[config.mk]
export PLATFORM = sky130hd
export DESIGN_NAME = pulse_swallow_ctrl_flat
export DESIGN_NICKNAME = d
export VERILOG_FILES = /design/src/rtl/pulse_swallow_ctrl_pkg.sv /design/src/rtl/pulse_swallow_ctrl_if.sv /design/src/rtl/pulse_swallow_ctrl_counter.sv /design/src/rtl/pulse_swallow_ctrl.sv /design/src/flat_wrapper.sv
export SDC_FILE = /design/constraint.sdc
export NUM_CORES = 1
export LEC_CHECK = 0
export BUFFER_PORTS_ARGS = -buffer_cell sky130_fd_sc_hd__buf_2
export CAP_MARGIN = 20
export CORE_MARGIN = 4
export CORE_UTILIZATION = 45
export DETAILED_ROUTE_END_ITERATION = 8
export PLACE_DENSITY = 0.69
export SLEW_MARGIN = 15
export SYNTH_ARGS = -nofsm -noshare
export SYNTH_HDL_FRONTEND = slang
export SYNTH_SLANG_ARGS = --single-unit
export TNS_END_PERCENT = 50
[constraint.sdc]
create_clock -name clk -period 4.7 [get_ports clk]
set_clock_uncertainty 0.1 [all_clocks]
set_input_delay 0.235 -clock clk [delete_from_list [all_inputs] [get_ports clk]]
set_output_delay 0.235 -clock clk [all_outputs]
set_load 0.05 [all_outputs]
[src/rtl/pulse_swallow_ctrl_pkg.sv]
// ---------------------------------------------------------------------------
// psc_pkg -- shared definitions for the pulse-swallow divider controller.
//
// Contents:
//   CNT_W_DEFAULT : default width of the P (program) and S (swallow) counts
//   psc_state_t   : controller state (IDLE = no configuration held,
//                   RUN = counting prescaler cycles)
// ---------------------------------------------------------------------------
package psc_pkg;

    localparam int CNT_W_DEFAULT = 8;

    typedef enum logic [1:0] {
        IDLE = 2'b00,
        RUN  = 2'b01
    } psc_state_t;

endpackage : psc_pkg

[src/rtl/pulse_swallow_ctrl_if.sv]
// ---------------------------------------------------------------------------
// pulse_swallow_ctrl_if -- configuration handshake bus for pulse_swallow_ctrl.
//
// Signals:
//   p_val     : program count P (prescaler cycles per output period)
//   s_val     : swallow count S (cycles per period at modulus M+1)
//   cfg_valid : P/S pair offered by the master
//   cfg_ready : controller accepts the pair this cycle
// Modports:
//   master : the configuring agent (drives P/S/valid)
//   slave  : the controller (drives ready)
// ---------------------------------------------------------------------------
interface pulse_swallow_ctrl_if
    import psc_pkg::*;
#(
    parameter int CNT_W = CNT_W_DEFAULT
);

    logic [CNT_W-1:0] p_val;
    logic [CNT_W-1:0] s_val;
    logic             cfg_valid;
    logic             cfg_ready;

    modport master (
        output p_val,
        output s_val,
        output cfg_valid,
        input  cfg_ready
    );

    modport slave (
        input  p_val,
        input  s_val,
        input  cfg_valid,
        output cfg_ready
    );

endinterface : pulse_swallow_ctrl_if

[src/rtl/pulse_swallow_ctrl_counter.sv]
// ---------------------------------------------------------------------------
// mod_counter -- loadable wrap-at-limit counter.
//
// Ports:
//   clk        : clock, rising edge
//   rst        : asynchronous active-low reset (count -> 0)
//   en         : advance the count this cycle
//   load       : load load_val this cycle (wins over en)
//   load_val   : value loaded on load
//   last       : terminal value; the count wraps from last to 0
//   count_next : value the count takes at the next edge (lets the parent
//                register its outputs from next-state without extra latency)
//   tc         : terminal count, high while the count equals last
// ---------------------------------------------------------------------------
module mod_counter #(
    parameter int W = 8
) (
    input  logic         clk,
    input  logic         rst,
    input  logic         en,
    input  logic         load,
    input  logic [W-1:0] load_val,
    input  logic [W-1:0] last,
    output logic [W-1:0] count_next,
    output logic         tc
);

    logic [W-1:0] count_reg;

    assign tc = (count_reg == last);

    always_comb begin
        count_next = count_reg;
        if (load) begin
            count_next = load_val;
        end else if (en) begin
            count_next = tc ? '0 : count_reg + 1'b1;
        end
    end

    always_ff @(posedge clk or negedge rst) begin
        if (!rst) begin
            count_reg <= '0;
        end else begin
            count_reg <= count_next;
        end
    end

endmodule : mod_counter

[src/rtl/pulse_swallow_ctrl.sv]
// ---------------------------------------------------------------------------
// pulse_swallow_ctrl -- dual-modulus prescaler control for a pulse-swallow
// divider. Each output period lasts P prescaler cycles; during the first S
// of them mc requests divide-by-(M+1), afterwards divide-by-M. div_out
// pulses on the last cycle of every period.
//
// Ports:
//   clk     : prescaler output clock, rising edge
//   rst     : asynchronous active-low reset
//   cfg     : configuration handshake (slave side of pulse_swallow_ctrl_if)
//   mc      : modulus control, 1 = divide by M+1, 0 = divide by M
//   div_out : one-cycle pulse at the end of each output period
//   cfg_err : sticky, set when an illegal P/S pair (P < 2 or S >= P) is
//             transferred; cleared only by reset
//
// Build option:
//   PSC_RETIME_EN : adds one register stage on mc and div_out (one cycle of
//                   extra latency, reset value 0). cfg_ready is unaffected.
// ---------------------------------------------------------------------------
module pulse_swallow_ctrl
    import psc_pkg::*;
#(
    parameter int CNT_W = CNT_W_DEFAULT
) (
    input  logic                  clk,
    input  logic                  rst,
    pulse_swallow_ctrl_if.slave   cfg,
    output logic                  mc,
    output logic                  div_out,
    output logic                  cfg_err
);

    localparam logic [CNT_W-1:0] ONE = CNT_W'(1);
    localparam logic [CNT_W-1:0] TWO = CNT_W'(2);

    psc_state_t       state_reg, state_next;
    logic [CNT_W-1:0] p_reg, p_next;
    logic [CNT_W-1:0] s_reg, s_next;
    logic             err_reg, err_next;
    logic             mc_reg, mc_next;
    logic             div_reg, div_next;

    logic [CNT_W-1:0] cnt_next;
    logic             cnt_tc;
    logic             cfg_ready_int;
    logic             xfer;
    logic             legal;
    logic             load;

    // Ready in IDLE, or on the last cycle of a running period so a new pair
    // always starts on a period boundary. In IDLE p_reg is 0, so the counter
    // limit is all-ones and tc cannot fire spuriously.
    assign cfg_ready_int = (state_reg == IDLE) || ((state_reg == RUN) && cnt_tc);
    assign cfg.cfg_ready = cfg_ready_int;

    assign xfer  = cfg.cfg_valid && cfg_ready_int;
    assign legal = (cfg.p_val >= TWO) && (cfg.s_val < cfg.p_val);
    assign load  = xfer && legal;

    mod_counter #(
        .W (CNT_W)
    ) u_counter (
        .clk        (clk),
        .rst        (rst),
        .en         (state_reg == RUN),
        .load       (load),
        .load_val   ('0),
        .last       (p_reg - ONE),
        .count_next (cnt_next),
        .tc         (cnt_tc)
    );

    always_comb begin
        state_next = state_reg;
        p_next     = p_reg;
        s_next     = s_reg;
        err_next   = err_reg || (xfer && !legal);
        if (load) begin
            state_next = RUN;
            p_next     = cfg.p_val;
            s_next     = cfg.s_val;
        end
        // Outputs are produced from the next count/config so they line up
        // with the counter value of the cycle they describe.
        mc_next  = (state_next == RUN) && (cnt_next < s_next);
        div_next = (state_next == RUN) && (cnt_next == p_next - ONE);
    end

    always_ff @(posedge clk or negedge rst) begin
        if (!rst) begin
            state_reg <= IDLE;
            p_reg     <= '0;
            s_reg     <= '0;
            err_reg   <= 1'b0;
            mc_reg    <= 1'b0;
            div_reg   <= 1'b0;
        end else begin
            state_reg <= state_next;
            p_reg     <= p_next;
            s_reg     <= s_next;
            err_reg   <= err_next;
            mc_reg    <= mc_next;
            div_reg   <= div_next;
        end
    end

    assign cfg_err = err_reg;

`ifdef PSC_RETIME_EN
    logic mc_dly_reg;
    logic div_dly_reg;

    always_ff @(posedge clk or negedge rst) begin
        if (!rst) begin
            mc_dly_reg  <= 1'b0;
            div_dly_reg <= 1'b0;
        end else begin
            mc_dly_reg  <= mc_reg;
            div_dly_reg <= div_reg;
        end
    end

    assign mc      = mc_dly_reg;
    assign div_out = div_dly_reg;
`else
    assign mc      = mc_reg;
    assign div_out = div_reg;
`endif

endmodule : pulse_swallow_ctrl
[src/flat_wrapper.sv]
// flat-port wrapper written by rule: the top's interface ports become plain ports
module pulse_swallow_ctrl_flat import psc_pkg::*;
#(
    parameter int CNT_W = CNT_W_DEFAULT
)
  (clk, rst, mc, div_out, cfg_err, cfg_p_val, cfg_s_val, cfg_cfg_valid, cfg_cfg_ready);
  pulse_swallow_ctrl_if #(.CNT_W(CNT_W)) cfg_i ();
  input  logic clk;
  input  logic rst;
  output logic mc;
  output logic div_out;
  output logic cfg_err;
  input wire logic [$bits(cfg_i.p_val)-1:0] cfg_p_val;
  input wire logic [$bits(cfg_i.s_val)-1:0] cfg_s_val;
  input wire logic [$bits(cfg_i.cfg_valid)-1:0] cfg_cfg_valid;
  output wire logic [$bits(cfg_i.cfg_ready)-1:0] cfg_cfg_ready;
  assign cfg_i.p_val = cfg_p_val;
  assign cfg_i.s_val = cfg_s_val;
  assign cfg_i.cfg_valid = cfg_cfg_valid;
  assign cfg_cfg_ready = cfg_i.cfg_ready;
  pulse_swallow_ctrl #(.CNT_W(CNT_W)) u_core (.clk(clk), .rst(rst), .cfg(cfg_i), .mc(mc), .div_out(div_out), .cfg_err(cfg_err));
endmodule
==> parameters.txt <==
Parameter                              Value

Run status
  Run status    finished clean

Critical path
  Crit path capture type    flop
  Critical path data arrival time    4040 ps
  Crit-path max FO    24
  CP Class    reg -> reg
  Worst Path Required    4780 ps
  Depth of the most critical reg-to-reg path    15
  Sort of element at the start of the critical path    flop

Route
  Pre-antenna DRT Iters    4
  Vias post-DR    1,699
  Vias per std cell    5.39
  WL per Instance    15.0 um
  Drt total wl    4730 um
  DRC Markers    0
  DR iter-0 viols    73
  DRT antenna net count    0

CTS
  Latest clock arrival within the worst-skew pair    280 ps
  Number of hold buffers added after cts    1
  Number of buffers created by CTS    5
  Post-CTS setup repair buffer count    0
  Root Buffer Master    sky130_fd_sc_hd__clkbuf_8
  Number of buffers on the longest clock path    2
  H-Tree Level Count    2
  Worst-path clk slew    60 ps
  Post-CTS resize count    0
  CTS tree    yes
  Sinks on the clock net    29

Power and ir drop
  Power density cells    663 nW/um^2
  Share of power burned in registers    30.0%
  Overall power after layout    1.61 mW
  Leakage power figure    1.13 nW
  Internal power    0.872 mW
  Switching Power    0.734 mW
  Max rail drop VDD    367 uV
  Combinational group share of total power    56.9%
  Net Sw Frac    45.7%
  Clock power share    13.1%

Final layout
  Synthesis-to-finish area growth    8.83%
  Commonest non-fill, non-tap cells in the layout    sky130_fd_sc_hd__dfrtp_1, sky130_fd_sc_hd__inv_1, sky130_fd_sc_hd__buf_2
  Fraction of final layout cells with drive strength greater than 1    18.5%
  Most frequent standard cell in the layout excluding fill and tap cells    sky130_fd_sc_hd__dfrtp_1
  Final core utilization    50.9%
  Filler instances    470
  Ant. Diodes    0
  Final nets    284

Placement
  Half-perimeter wire length of the detailed placement result    3770 um
  Gp weighted congestion    0.829
  IO Port Bufs    22

Synth
  Register bit total from synthesis    29
  Xor-xnor portion of the synthesized cell area    8.61%
  Synth Area in Adders    9.56%
  Yosys top cell by area    sky130_fd_sc_hd__dfrtp_1
  Yosys warning count    0
  Number of synthesized flops with an enable pin    0
  Summed instance area of the synthesized netlist    2220 um^2
  Post-Syn Nets    259
  Post-synthesis cell count    223
  Simple-gate share of the synthesized area    17.3%
  Area share of the leading cell type in the synthesized netlist    32.6%
  Fraction of synthesis flops using an asynchronous set or reset pin    100%
  Sequential area share after synthesis    32.6%
  Area fraction in compound gates after synthesis    14.5%
  Top area cells in the synthesized netlist    sky130_fd_sc_hd__dfrtp_1, sky130_fd_sc_hd__ha_1, sky130_fd_sc_hd__mux2i_1
  Dominant combinational cell family by area after synthesis    simple AND/OR/NAND/NOR gates
  Top_reg_cell synth    sky130_fd_sc_hd__dfrtp_1
  Multiplexer fraction of the synthesized cell area    8.44%
  Average cell area after synthesis    9.98 um^2
  Number of unique standard cell types used by synthesis    56

Floorplan
  Core area    4750 um^2
  Die extent in x    78.3 um
  Top Ports    23
  Initial Util    46.8%
  Overall die area    6130 um^2
  Height of the die    78.3 um
  Row Count    25

Timing
  Worst Tran Pin Value    675 ps
  Count of final max-slew check failures    0
  Final setup violation count    0
  Fin. Hold Viols    0
  Max Clk Rate    253 MHz
  Setup Total Neg Slack    0 ps
  Fin crit share    84.2%
  RSZ-0062 raised after global routing    false
  Relative slew margins    55.0%
  Post-route minimum period    3960 ps

Global routing
  Largest net degree at the start of global routing    30
  Global-route wire length before repair    7820 um
  Number of global-route vias before repair    1,633
  Congestion Overflow GR    0
  Overall fraction of global-route tracks in use    16.6%
  Number of antenna violations at the first check in global routing    0

Min path
  Worst Hold Path Cells    3
  Type of the most critical hold path    in -> reg

Run
  Number of max-capacitance violations reported    0
[cells in the mapped netlist (all sizes together), types with 2 or more instances]
library cell,count
o221ai,2
mux2i,15
a21o,3
a22oi,2
nor4,3
mux2,3
a311oi,2
buf,2
nand2,16
inv,26
o21ai,6
clkbuf,2
nand2b,3
nor2b,3
nand4,5
or3,4
nand3b,3
o22ai,2
bufbuf,2
ha,17
xor2,11
nor2,11
nand3,2
o2111ai,5
nor3,3
xnor2,10
and3,4
dfrtp,29
a21oi,9
a221oi,2
o211ai,2
a211oi,2
[cell type report]
class | count | area, um^2 | share of cell area, %
clock buffer | 7 | 86.3 | 3.57
inverter | 26 | 97.6 | 4.03
multi-input combinational | 162 | 1300 | 53.7
sequential | 29 | 726 | 30.0
tap | 67 | 83.8 | 3.46
timing repair buffer | 24 | 128 | 5.27
[final timing paths]
check / startpoint / end / slack (ps)
setup / recovery: u_core.p_reg[0]$_DFF_PN0_ / u_core.mc$_DFF_PN0_ / 740
hold / removal: cfg_s_val[1] / u_core.s_reg[1]$_DFF_PN0_ / 110
setup reg to reg: u_core.p_reg[0]$_DFF_PN0_ / u_core.mc$_DFF_PN0_ / 740
hold reg to reg: u_core.state_reg[1]$_DFF_PN0_ / u_core.state_reg[1]$_DFF_PN0_ / 330
max in group asynchronous: rst / u_core.state_reg[0]$_DFF_PN0_ / 3640
min in group asynchronous: rst / u_core.s_reg[1]$_DFF_PN0_ / 420
[logic make-up (layout without fill, tap and decap cells)]
kind of cell,Yosys count,in the layout
AND/OR/NAND/NOR,65,65
AO/OA/AOI/OAI,41,41
buffers and inverters,32,57
flip-flops,29,29
XOR/XNOR,21,21
multiplexers,18,18
adder cells (fa/ha/maj),17,17
[metal layers]
| metal | routed length [um] | vias to the layer above | track usage (%) |
|---|---|---|---|
| li1 | - | 845 | - |
| met1 | 2210 | 825 | 21.7 |
| met2 | 2270 | 24 | 26.6 |
| met3 | 166 | 5 | 3.67 |
| met4 | 80 | 0 | 6.82 |
| met5 | 0 | - | 0 |
[power groups by stage]
stage                     clock network, mW  registers (mW)  logic (mW)
final                                 0.210           0.482       0.914
after global routing                  0.224           0.500        1.03
after global placement                    0           0.482       0.895
after CTS                             0.214           0.482       0.917
after detailed placement                  0           0.485       0.911
after floorplan                           0           0.472       0.754
[critical path, stage by stage (launching register included)]
cell	delay, ps
sky130_fd_sc_hd__dfrtp_1	450
sky130_fd_sc_hd__inv_1	90
sky130_fd_sc_hd__ha_1	200
sky130_fd_sc_hd__or3b_1	380
sky130_fd_sc_hd__or3_4	350
sky130_fd_sc_hd__xnor2_2	170
sky130_fd_sc_hd__o2111ai_4	220
sky130_fd_sc_hd__a21oi_4	270
sky130_fd_sc_hd__buf_4	360
sky130_fd_sc_hd__mux2i_1	280
sky130_fd_sc_hd__ha_1	280
sky130_fd_sc_hd__a21oi_1	160
sky130_fd_sc_hd__nor2b_1	60
sky130_fd_sc_hd__o21ai_0	160
sky130_fd_sc_hd__nand2_1	70
sky130_fd_sc_hd__a311oi_1	260
[stage by stage]
step	setup WS (ps)	instance area, um^2	instances	hold slack (ps)
6_report	743	2420	315	113
5_1_grt	443	2420	315	129
4_1_cts	735	2420	315	110
3_5_place_dp	753	2320	307	209
3_3_place_gp	840	2320	307	208
2_1_floorplan	715	2220	223	-161
Note: power is estimated with default switching activity, not from simulation.
